[src/rtl/tx_serializer_pkg.sv]
// Shared definitions for the serial link transmitter and its receiver.
package tx_serializer_pkg;

  localparam int unsigned DATA_W_DEF  = 8;
  localparam int unsigned N_WORDS_DEF = 4;

  // Encodings are shared with the receiver side; keep values stable.
  typedef enum logic [2:0] {
    StIdle  = 3'd0,
    StRead  = 3'd1,
    StLatch = 3'd2,
    StValid = 3'd3,
    StShift = 3'd4,
    StNext  = 3'd5,
    StDone  = 3'd6
  } tx_state_e;

  // A transfer is in flight in every state except the two resting ones.
  function automatic logic state_is_busy(input tx_state_e s);
    return (s != StIdle) && (s != StDone);
  endfunction

endpackage

[src/rtl/tx_shift_reg.sv]
// Transmit datapath: parallel-load shift register (LSB out first) and bit counter.
module tx_shift_reg
  import tx_serializer_pkg::*;
#(
  parameter int unsigned DATA_W = DATA_W_DEF
) (
  input  logic              clk,
  input  logic              clr,
  input  logic              load,
  input  logic [DATA_W-1:0] din,
  input  logic              start_shift,
  input  logic              shift,
  output logic              lsb,
  output logic              last
);

  localparam int unsigned CNT_W = (DATA_W > 1) ? $clog2(DATA_W) : 1;
  localparam logic [CNT_W-1:0] CNT_LAST = CNT_W'(DATA_W - 1);

  logic [DATA_W-1:0] sreg_q;
  logic [CNT_W-1:0]  cnt_q;

  // Shift register: load a fresh word, or shift right with zero fill.
  always_ff @(posedge clk or posedge clr) begin
    if (clr) begin
      sreg_q <= '0;
    end else if (load) begin
      sreg_q <= din;
    end else if (shift) begin
      sreg_q <= sreg_q >> 1;
    end
  end

  // Bit counter: zeroed on the handshake edge, advances once per shifted bit.
  always_ff @(posedge clk or posedge clr) begin
    if (clr) begin
      cnt_q <= '0;
    end else if (start_shift) begin
      cnt_q <= '0;
    end else if (shift) begin
      cnt_q <= cnt_q + 1'b1;
    end
  end

  assign lsb  = sreg_q[0];
  assign last = (cnt_q == CNT_LAST);

endmodule

[src/rtl/tx_serializer.sv]
// Reads N_WORDS words from memory and sends each bit-serially after a
// valid/ready handshake with the receiver.
module tx_serializer
  import tx_serializer_pkg::*;
#(
  parameter int unsigned DATA_W  = DATA_W_DEF,
  parameter int unsigned N_WORDS = N_WORDS_DEF,
  localparam int unsigned ADR_W  = (N_WORDS > 1) ? $clog2(N_WORDS) : 1
) (
  input  logic              clk,
  input  logic              clr,
  input  logic              start,
  input  logic              Rx_ready,
  input  logic [DATA_W-1:0] rd_data,
  output logic              rd_en,
  output logic [ADR_W-1:0]  adr,
  output logic              Tx_vld,
  output logic              Tx_data,
  output logic              Tx_busy,
  output logic              Tx_finish
);

  localparam logic [ADR_W-1:0] ADR_LAST = ADR_W'(N_WORDS - 1);

  tx_state_e state_q, state_d;
  logic      shift_q;
  logic      lsb;
  logic      last;
  logic      resting;

  assign resting = (state_q == StIdle) || (state_q == StDone);

  // Next-state decode; start and Rx_ready only matter in their own states.
  always_comb begin
    state_d = state_q;
    unique case (state_q)
      StIdle,
      StDone:  if (start) state_d = StRead;
      StRead:  state_d = StLatch;
      StLatch: state_d = StValid;
      StValid: if (Rx_ready) state_d = StShift;
      StShift: if (last) state_d = StNext;
      StNext:  state_d = (adr == ADR_LAST) ? StDone : StRead;
      default: state_d = StIdle;
    endcase
  end

  // State register with outputs registered from the next state, so each
  // output is a clean flop that tracks the state it belongs to.
  always_ff @(posedge clk or posedge clr) begin
    if (clr) begin
      state_q   <= StIdle;
      rd_en     <= 1'b0;
      Tx_vld    <= 1'b0;
      Tx_busy   <= 1'b0;
      Tx_finish <= 1'b0;
      shift_q   <= 1'b0;
    end else begin
      state_q   <= state_d;
      rd_en     <= (state_d == StRead);
      Tx_vld    <= (state_d == StValid);
      Tx_busy   <= state_is_busy(state_d);
      Tx_finish <= (state_d == StDone);
      shift_q   <= (state_d == StShift);
    end
  end

  // Word address: cleared on a new transfer, advanced between words, never wraps.
  always_ff @(posedge clk or posedge clr) begin
    if (clr) begin
      adr <= '0;
    end else if (resting && start) begin
      adr <= '0;
    end else if ((state_q == StNext) && (adr != ADR_LAST)) begin
      adr <= adr + 1'b1;
    end
  end

  tx_shift_reg #(
    .DATA_W (DATA_W)
  ) u_shift (
    .clk         (clk),
    .clr         (clr),
    .load        (state_q == StLatch),
    .din         (rd_data),
    .start_shift ((state_q == StValid) && Rx_ready),
    .shift       (state_q == StShift),
    .lsb         (lsb),
    .last        (last)
  );

  // Serial line idles low outside the shift phase.
  assign Tx_data = shift_q & lsb;

endmodule

[config.mk]
export PLATFORM = sky130hd
export DESIGN_NAME = tx_serializer
export DESIGN_NICKNAME = d
export VERILOG_FILES = /design/src/rtl/tx_serializer_pkg.sv /design/src/rtl/tx_shift_reg.sv /design/src/rtl/tx_serializer.sv
export SDC_FILE = /design/constraint.sdc
export NUM_CORES = 1
export LEC_CHECK = 0
export ABC_AREA = 1
export CAP_MARGIN = 5
export CORE_ASPECT_RATIO = 1.25
export CORE_MARGIN = 4
export CORE_UTILIZATION = 35
export DETAILED_ROUTE_END_ITERATION = 10
export DONT_BUFFER_PORTS = 1
export HOLD_SLACK_MARGIN = 0.08
export PLACE_DENSITY = 0.56
export SYNTH_ARGS = -nofsm -noshare
export SYNTH_HDL_FRONTEND = slang
export SYNTH_SLANG_ARGS = --single-unit
export TNS_END_PERCENT = 100
[constraint.sdc]
create_clock -name clk -period 2.25 [get_ports clk]
set_input_delay 0.1125 -clock clk [delete_from_list [all_inputs] [get_ports clk]]
set_output_delay 0.1125 -clock clk [all_outputs]
set_load 0.03 [all_outputs]
==> results of run 1 <==
-- layout make-up --
class	count	area (um2)	area share, %
multi-input combinational	71	385	32.8
clock inverter	1	5.00	0.426
sequential	21	526	44.8
tap	34	42.5	3.62
inverter	22	82.6	7.04
timing repair buffer	11	110	9.38
clock buffer	3	22.5	1.92
-- Yosys cell counts, types with 2 or more instances --
cell type                 count
sky130_fd_sc_hd__dfrtp_1     21
sky130_fd_sc_hd__inv_1       21
sky130_fd_sc_hd__nand2_1     19
sky130_fd_sc_hd__o21ai_1     14
sky130_fd_sc_hd__nand3_1      8
sky130_fd_sc_hd__o21ai_0      7
sky130_fd_sc_hd__nor2_1       6
sky130_fd_sc_hd__buf_6        4
sky130_fd_sc_hd__ha_1         3
sky130_fd_sc_hd__nand2_2      3
sky130_fd_sc_hd__o21ai_2      3
sky130_fd_sc_hd__nand4_1      2
sky130_fd_sc_hd__nor2_4       2
-- logic make-up (layout without fill, tap and decap cells) --
logic type | Yosys count | count (layout) | share of synthesized area (%)
flip-flops | 21 | 21 | 50.6
adder cells (fa/ha/maj) | 3 | 3 | 3.61
AO/OA/AOI/OAI | 26 | 26 | 13.7
buffers and inverters | 26 | 37 | 12.3
AND/OR/NAND/NOR | 42 | 42 | 19.8
-- registers in the layout (all words and copies together), names as in the netlist --
signal and count:
Tx_busy 1, state_q 3, Tx_vld 1, shift_q 1, rd_en 1, Tx_finish 1, adr 2, u_shift.cnt_q 3
u_shift.sreg_q 8
-- power by group --
part | total [mW] | internal (mW) | switching, mW
Combinational | 0.606 | 0.216 | 0.390
Clock | 0.185 | 0.0664 | 0.118
Sequential | 0.718 | 0.540 | 0.178
-- what timing repair did --
action,4_1_cts,5_1_grt
hold buffers,11,0
endpoints found under the hold margin,32,0
resized for setup,0,0
buffers inserted,0,0
-- routing by layer --
layer / part of all wire (%) / GRT usage, % / wire length (um)
met3: 6.6 / 4.84 / 128
met1: 44 / 12.7 / 849
met4: 0 / 0.890 / 0
met2: 50 / 21.1 / 963
met5: 0 / 0 / 0
-- worst max-delay path: cells and delay by family (launching register included) --
family        cells  cell delay [ps]
fa+ha+maj         1              230
buf+inv           1               40
flops             1              570
simple gates      6              540
-- per-stage QoR --
step	power (mW)	util [%]	instance area (um2)	std cells
floorplan	1.26	-	1040	118
global placement	1.31	37.6	1040	148
detailed placement	1.33	37.6	1040	148
CTS	1.53	42.5	1170	163
global route	1.67	42.5	1170	163
finish	1.51	42.5	1170	163
-- placed cells by master, fill, tap and decap left out --
master,netlist,layout
sky130_fd_sc_hd__dfrtp_1,21,21
sky130_fd_sc_hd__inv_1,21,21
sky130_fd_sc_hd__nand2_1,19,19
sky130_fd_sc_hd__o21ai_1,14,14
sky130_fd_sc_hd__dlygate4sd3_1,0,11
sky130_fd_sc_hd__nand3_1,8,8
sky130_fd_sc_hd__o21ai_0,7,7
sky130_fd_sc_hd__nor2_1,6,6
sky130_fd_sc_hd__nand2_2,3,3
sky130_fd_sc_hd__o21ai_2,3,3
sky130_fd_sc_hd__ha_1,3,3
sky130_fd_sc_hd__clkbuf_4,0,3
sky130_fd_sc_hd__nor2_4,2,2
sky130_fd_sc_hd__nand4_1,2,2
sky130_fd_sc_hd__inv_2,1,1
sky130_fd_sc_hd__nand2_4,1,1
sky130_fd_sc_hd__nor2_2,1,1
sky130_fd_sc_hd__o22ai_1,1,1
sky130_fd_sc_hd__a21oi_1,1,1
sky130_fd_sc_hd__clkinv_2,0,1
-- path summary, 6_finish.rpt --
| kind | start | to | slack, ps | cells after the start |
|---|---|---|---|---|
| min in group clk | rd_data[0] | u_shift.sreg_q[0]$_DFFE_PP0P_ | 490 | 3 |
| max in group asynchronous | clr | state_q[1]$_DFF_PP0_ | 1370 | 2 |
| max | adr[0]$_DFFE_PP0P_ | Tx_busy$_DFF_PP0_ | 780 | 8 |
| min | clr | u_shift.sreg_q[1]$_DFFE_PP0P_ | 370 | 2 |
| min reg2reg | u_shift.cnt_q[1]$_DFFE_PP0P_ | u_shift.cnt_q[1]$_DFFE_PP0P_ | 490 | 2 |
| max reg2reg | adr[0]$_DFFE_PP0P_ | Tx_busy$_DFF_PP0_ | 780 | 8 |
==> results, run 1 <==
- The number of setup violations in the final report is 0.
- For the pin with the worst max-slew slack, the measured transition is 794 ps.
- Relative to the synthesized area, the layout overhead comes to 13.0%.
- The final number of max-transition violations is 0.
- The number of nets with antenna violations after routing is 0.
- Summed over all cells, the static leakage comes to a little over 0.6 nW.
- Ranked by total cell area, the synthesized netlist is headed by sky130_fd_sc_hd__dfrtp_1 51%, sky130_fd_sc_hd__inv_1 7.6%, sky130_fd_sc_hd__nand2_1 6.9%, sky130_fd_sc_hd__o21ai_1 6.7%, sky130_fd_sc_hd__buf_6 4.3%.
- The die outline area is 0.00391 mm2.
- Of all cell types, the one taking the most synthesized area is sky130_fd_sc_hd__dfrtp_1.
- After synthesis, the netlist uses 18 different library cells.
- The tool flagged a number of max-cap violations equal to 0.
- The total of buffers placed on input and output ports is 0.
- The clock net sink count is 21.
- Data arrives at the worst endpoint at 1680 ps.
- Counting flops with a built-in enable in the synthesized netlist gives 0.
- The detailed router finished its first iteration with 22 violations.
- The die is 68.9 um tall.
- Summing the sequential cell areas from Yosys gives 50.6% of the chip area.
- Setup repair after global routing left no endpoint under its margin.
- The worst setup path is launched from a flop.
- The CTS tree is done.
- The clock network latency to the later pin of the worst-skew pair is 310 ps.
- The share of async-settable or async-resettable flops after synthesis is 100%.
- The worst setup path is of the flop to flop kind.
- The count of H-tree levels built during CTS is 1.
- The via count of the first global-routing pass was 775.
- The clock buffer count from CTS is 3.
- The layout filler cell count is 273.
- After detailed routing, the number of remaining DRC violations is 0.
- The floorplan row count is 21.
- The global-route wire length before repair is 3480 um.
- The maximum vdd drop is slightly below 0.8 mV.
- The largest clock skew in the final design is 7.72 ps.
- In the post-route analysis, the smallest setup slack over all paths is 781 ps.
- Along the worst path, the maximum fanout reaches 5.
- At the placement stage, the worst setup path has a slack of 771 ps.
- In the finished design, the share of the clock period the worst path needs comes to around two thirds.
- The data required time of the worst path is 2460 ps.
- The delay of the slowest cell on the worst path is 570 ps.
- The flop and latch count out of synthesis is 21.
- The library cell appearing most often on the critical path is sky130_fd_sc_hd__nand2_1.
- 0 antenna diodes ended up in the layout.
- The die is about 57 um wide.
- The initial antenna violation count is 0.
- For this run, the leading register cell type out of synthesis is sky130_fd_sc_hd__dfrtp_1.
- The root cell of the clock tree is sky130_fd_sc_hd__clkbuf_4.
- The pin count of the biggest net entering global routing is 22.
- The clock-pin slew of the registers on the worst-case setup and hold paths is 120 ps.
- Setup total negative slack on the finished layout was measured at 0 ps.
- The count of warnings emitted by yosys is 0.
- Power spread over the standard cell area amounts to 1280 mW/mm2.
- The routed wire length is 1940 um.
- STA classifies the critical path endpoint as a flop.
- Dividing the detail-routed via count by the number of cells gives 4.73.
- The worst slew margin relative to its limit is 47.0%.
- The flow ran to the end, and the final reports show no timing, DRC or antenna violations.
- The total I/O pin count is 19.
- In the final routed layout, each cell accounts on average for 11.9 um.
- Routability-driven placement finished with a final weighted congestion of 0.810.
- For this configuration, the core starts out at a cell density of a little under two fifths.
- The floorplan core area is 0.00276 mm2.
- Once detailed placement completed, the half-perimeter wirelength came to 1390 um.
- The number of vias after detailed routing is 771.
- On the final layout, the worst hold slack is 374 ps.
- The clock passes through at most 2 buffers.
- The kind of path behind the tightest hold check is input pin to async pin.
- The total global routing track utilization is 11.4%.
- The net count of the finished layout is 145.
- For this design, the slowest cell found on the critical path is sky130_fd_sc_hd__dfrtp_1.
- The number of nets produced by synthesis is 133.
- The maximum clock frequency is 681 MHz.
- The total overflow left after global routing is 0.
- The share of the synthesized area in the top cell type is 50.6%.
- The post-route netlist has 11.6% of its cells at a drive strength greater than 1.
- After synthesis the cells add up to 0.00104 mm2.
- A synthesized cell averages 8.80 um2.
- The synthesized netlist cell count is 118.
- Traced cell by cell, the critical path runs through ha_1 -> inv_1 -> nand4_1 -> nand2_2 -> nor2_2 -> nand2_1 -> nand2_1 -> nand2_1.
- The final hold violation count is 0.
- The final critical-path required period is 1470 ps.
- The first detailed-routing pass took 4 iterations.
Note: power is estimated with default switching activity, not from simulation.
==> inputs of run 2 (changes only) <==
--- a/config.mk
+++ b/config.mk
@@ -5,7 +5,7 @@
 export SDC_FILE = /design/constraint.sdc
 export NUM_CORES = 1
 export LEC_CHECK = 0
-export ABC_AREA = 1
+export ABC_AREA = 0
 export CAP_MARGIN = 5
 export CORE_ASPECT_RATIO = 1.25
 export CORE_MARGIN = 4
==> constraint.sdc (replaced) <==
create_clock -name clk -period 1.4 [get_ports clk]
set_input_delay 0.07 -clock clk [delete_from_list [all_inputs] [get_ports clk]]
set_output_delay 0.07 -clock clk [all_outputs]
set_load 0.03 [all_outputs]
==> run 2 against run 1 <==
The run now ends with setup timing left. Global-route usage increased by 4.3 points. Total power grew 140%. Routed wire length rose by 50%. Critical path type unchanged. Highest routed layer is now met4.
==> results, run 2 <==
- The vias per cell is 5.54 (+17%).
- The floorplan core area came to 0.00297 mm2 (+7.8%).
- The data required time of the worst path is 1610 ps (-850 ps).
- Setup repair after global routing could not meet its margin everywhere.
- Leaving out fill and tap cells, the most frequent cell in the layout is sky130_fd_sc_hd__buf_4.
- The cell count after placement is 172 (+16%).
- The total I/O pin count was 19 (unchanged).
- The final cell count without fillers is 191 (+17%).
- The delay of the slowest cell on the worst path is 470 ps (-100 ps).
- The flow ran to the end, but the final reports show violations.
- The type of the worst setup path is flop to flop.
- The total global routing track utilization is 15.7% (+4.3 points).
- The pin count of the biggest net entering global routing came to 22 (unchanged).
- The final weighted congestion in routability-driven placement is 0.778 (-3.9%).
- Walking the worst path, the cells encountered are buf_4 -> and2b_1 -> a32o_2 -> nor4_4 -> a21oi_1.
- The multi-input combinational cell area is 601 um2 (+56%).
- The die height is 70.5 um (+2.4%).
- The leakage power total is 0.675 nW (+9.7%).
- The footprint of the flip-flops and latches came to 531 um2 (+0.95%).
- The final reports fail on setup timing.
- The die outline area is 0.00409 mm2 (+4.7%).
- The CTS tree is done.
- The count of max-cap constraint violations is 0 (unchanged).
- The part of the Yosys area used for sequential elements is 48.0% (-2.6 points).
- The clock net sink count is 21 (unchanged).
- The global-route wire length before repair is 5020 um (+44%).
- The final critical-path required period is 1520 ps (+54.9 ps).
- The width of the die is 58.0 um (+2.3%).
- The number of antenna diodes was 0 (unchanged).
- The number of nets with antenna violations after routing is 0 (unchanged).
- The clock network latency to the later pin of the worst-skew pair was 320 ps (about the same).
- The initial antenna violation count is 0 (unchanged).
- The floorplan row count is 22 (+4.8%).
- The synthesized netlist cell count is 119 (+0.85%).
- The share of the synthesized area in the top cell type is 48.0% (-2.6 points).
- Among all flip-flop cells after synthesis, the most frequent one is sky130_fd_sc_hd__dfrtp_1.
- The largest clock skew in the final design is 5.86 ps (-1.86 ps).
- The critical path arrival is 1730 ps (+50 ps).
- The flop and latch count out of synthesis came to 21 (unchanged).
- The maximum vdd drop is 1.07 mV (+37%).
- The period utilization is 109% (+44 points).
- The minimum setup slack after placement is -183 ps (-954 ps).
- The area growth from synthesis to final layout is 41.0%.
- The number of setup violations in the final report came to 4 (+4).
- The routed wirelength normalized by instance count is 15.3 um (+28%).
- The number of flip-flops under the largest register name is 8 (unchanged).
- Among all stages on the critical path, the largest delay is contributed by sky130_fd_sc_hd__dfrtp_2.
- The DRC marker count from the first detailed-route iteration came to 23 (+4.5%).
- The count of H-tree levels built during CTS was 1 (unchanged).
- The sum of negative setup slack is -308 ps (-308 ps).
- The final hold violation count is 0 (unchanged).
- The worst slew margin relative to its limit is 75.9% (+29 points).
- The maximum clock frequency is 656 MHz (-3.6%).
- The total of buffers placed on input and output ports came to 0 (unchanged).
- In the layout the commonest cells are 29 x sky130_fd_sc_hd__buf_4, 17 x sky130_fd_sc_hd__dfrtp_1, 15 x sky130_fd_sc_hd__a21oi_1, 13 x sky130_fd_sc_hd__o22ai_1, 11 x sky130_fd_sc_hd__nor2_1.
- The aggregate global routing overflow was 0 (unchanged).
- The cell accounting for the most synthesized area is sky130_fd_sc_hd__dfrtp_1.
- The largest fanout on the critical path is 6 (+1).
- The smallest hold slack was 96.3 ps (-278 ps).
- The final number of max-transition violations came to 0 (unchanged).
- The count of distinct cell types in the synthesized netlist is 33 (+15).
- The tree is rooted in a sky130_fd_sc_hd__clkbuf_4.
- The final setup slack of the worst path is -124 ps (-905 ps).
- The kind of path behind the tightest hold check is input pin to flop.
- The share of async-settable or async-resettable flops after synthesis is 100% (unchanged).
- The number of enable-type register cells in the synthesized netlist is 0 (unchanged).
- The ratio of cells with drive above 1 in the final layout was 35.5% (+24 points).
- The worst setup path is launched from a flop.
- The effective utilization at floorplan is 36.8% (-0.82 points).
- The clock buffer count from CTS came to 3 (unchanged).
- The transition at the pin with the smallest max-transition slack is 362 ps (-432 ps).
- The commonest cells after synthesis are 21 x sky130_fd_sc_hd__dfrtp_1, 16 x sky130_fd_sc_hd__a21oi_1, 14 x sky130_fd_sc_hd__o22ai_1.
- The count of warnings emitted by yosys is 0 (unchanged).
- In the final layout, the registers with the most flip-flops are u_shift.sreg_q x8, state_q x3, u_shift.cnt_q x3.
- The total half-perimeter wirelength after legalization and detailed placement came to 2100 um (+51%).
- The synthesized area divided by synthesized cell count came to 9.20 um2 (+4.5%).
- The element type at the critical path end is a flop.
- The layout filler cell count is 275 (+0.73%).
- Ranked by flip-flop count, first place goes to u_shift.sreg_q.
- The net count of the finished layout is 171 (+18%).
- sky130_fd_sc_hd__dfrtp_1 is the most common cell in the netlist.
- The via count of the first global-routing pass is 1179 (+52%).
- The netlist area before placement is 0.00109 mm2 (+5.4%).
- The clock-pin slew of the registers on the worst-case setup and hold paths is 120 ps (about the same).
- The number of iterations in the first detailed-routing pass came to 4 (unchanged).
- The total power divided by cell area is 2330 mW/mm2 (+82%).
- The DRC violation count after routing came to 0 (unchanged).
- After synthesis, the cell types taking the most area are sky130_fd_sc_hd__dfrtp_1 48%, sky130_fd_sc_hd__o22ai_1 8.0%, sky130_fd_sc_hd__a21oi_1 7.3%, sky130_fd_sc_hd__nor2_1 4.1%, sky130_fd_sc_hd__ha_1 3.4%.
- The number of vias after detailed routing came to 1059 (+37%).
- The maximum number of buffers from clock root to sink is 2 (unchanged).
- The number of nets produced by synthesis is 134 (+0.75%).
- The routed wire length is 2920 um (+50%).
run 2: cell types whose count changed after synthesis, sizes merged, moves of 6 or more:
cell / delta
nand3: -6
a21oi: +15
nand2: -16
o21ai: -18
o22ai: +13
inv: -17
run 2: path summary, 6_finish.rpt:
| check | from | endpoint | slack (ps) | cells past startpoint |
|---|---|---|---|---|
| max | state_q[0]$_DFF_PP0_ | Tx_busy$_DFF_PP0_ | -120 | 5 |
| min in group asynchronous | clr | u_shift.sreg_q[0]$_DFFE_PP0P_ | 210 | 3 |
| max in group asynchronous | clr | adr[0]$_DFFE_PP0P_ | 940 | 3 |
| min | rd_data[0] | u_shift.sreg_q[0]$_DFFE_PP0P_ | 100 | 4 |
| min reg2reg | u_shift.sreg_q[7]$_DFFE_PP0P_ | u_shift.sreg_q[7]$_DFFE_PP0P_ | 550 | 2 |
| max reg2reg | state_q[0]$_DFF_PP0_ | Tx_busy$_DFF_PP0_ | -120 | 5 |
run 2: worst max-delay path: cells and delay by family, from the launching register on:
kind,cells,cell delay [ps]
AO/OA/AOI/OAI,2,350
buffers and inverters,1,150
flip-flops,1,470
AND/OR/NAND/NOR,2,440
run 2: logic make-up after synthesis:
family | synth area share, %
and+or+nand+nor | 19.1
DFF | 48.0
adders and majority gates | 3.43
buffers and inverters | 5.37
AOI/OAI and AO/OA | 24.1
run 2: cell type report:
cell class                      instances  share of cell area, %
Multi-Input combinational cell         85                   38.9
Sequential cell                        21                   34.4
Timing Repair Buffer                   39                   20.6
Tap cell                               36                   2.92
Clock buffer                            3                   1.46
Inverter                                6                   1.46
Clock inverter                          1                  0.324
run 2: timing repair:
action | in CTS | in global routing
pin swaps | 1 | 4
hold endpoints to repair | 33 | 0
hold buffers | 10 | 0
buffers inserted | 4 | 1
setup endpoints to repair | 11 | 15
cloned | 0 | 0
resized for setup | 6 | 13
run 2: power breakdown:
| part | internal (mW) | total, mW | switching, mW | leakage [nW] |
|---|---|---|---|---|
| Combinational | 1.06 | 2.13 | 1.06 | 0.403 |
| Clock | 0.107 | 0.307 | 0.200 | 0.0177 |
| Sequential | 0.878 | 1.17 | 0.289 | 0.254 |
run 2: routing by layer:
| metal | GRT usage, % | wire length (um) | up-vias | part of all wire, % |
|---|---|---|---|---|
| met1 | 15.9 | 1150 | 521 | 39 |
| li1 | - | - | 509 | - |
| met4 | 10.8 | 95 | 0 | 3.3 |
| met3 | 3.10 | 104 | 9 | 3.6 |
| met2 | 28.1 | 1570 | 20 | 54 |
| met5 | 0 | 0 | - | 0 |
run 2: metrics by stage:
stage	cell area (um2)	total power [mW]	utilization, %
after CTS	1480	3.40	49.7
after floorplan	1110	2.27	-
final	1540	3.60	51.9
after global routing	1540	3.91	51.9
after global placement	1300	2.86	43.7
after detailed placement	1300	2.94	43.7
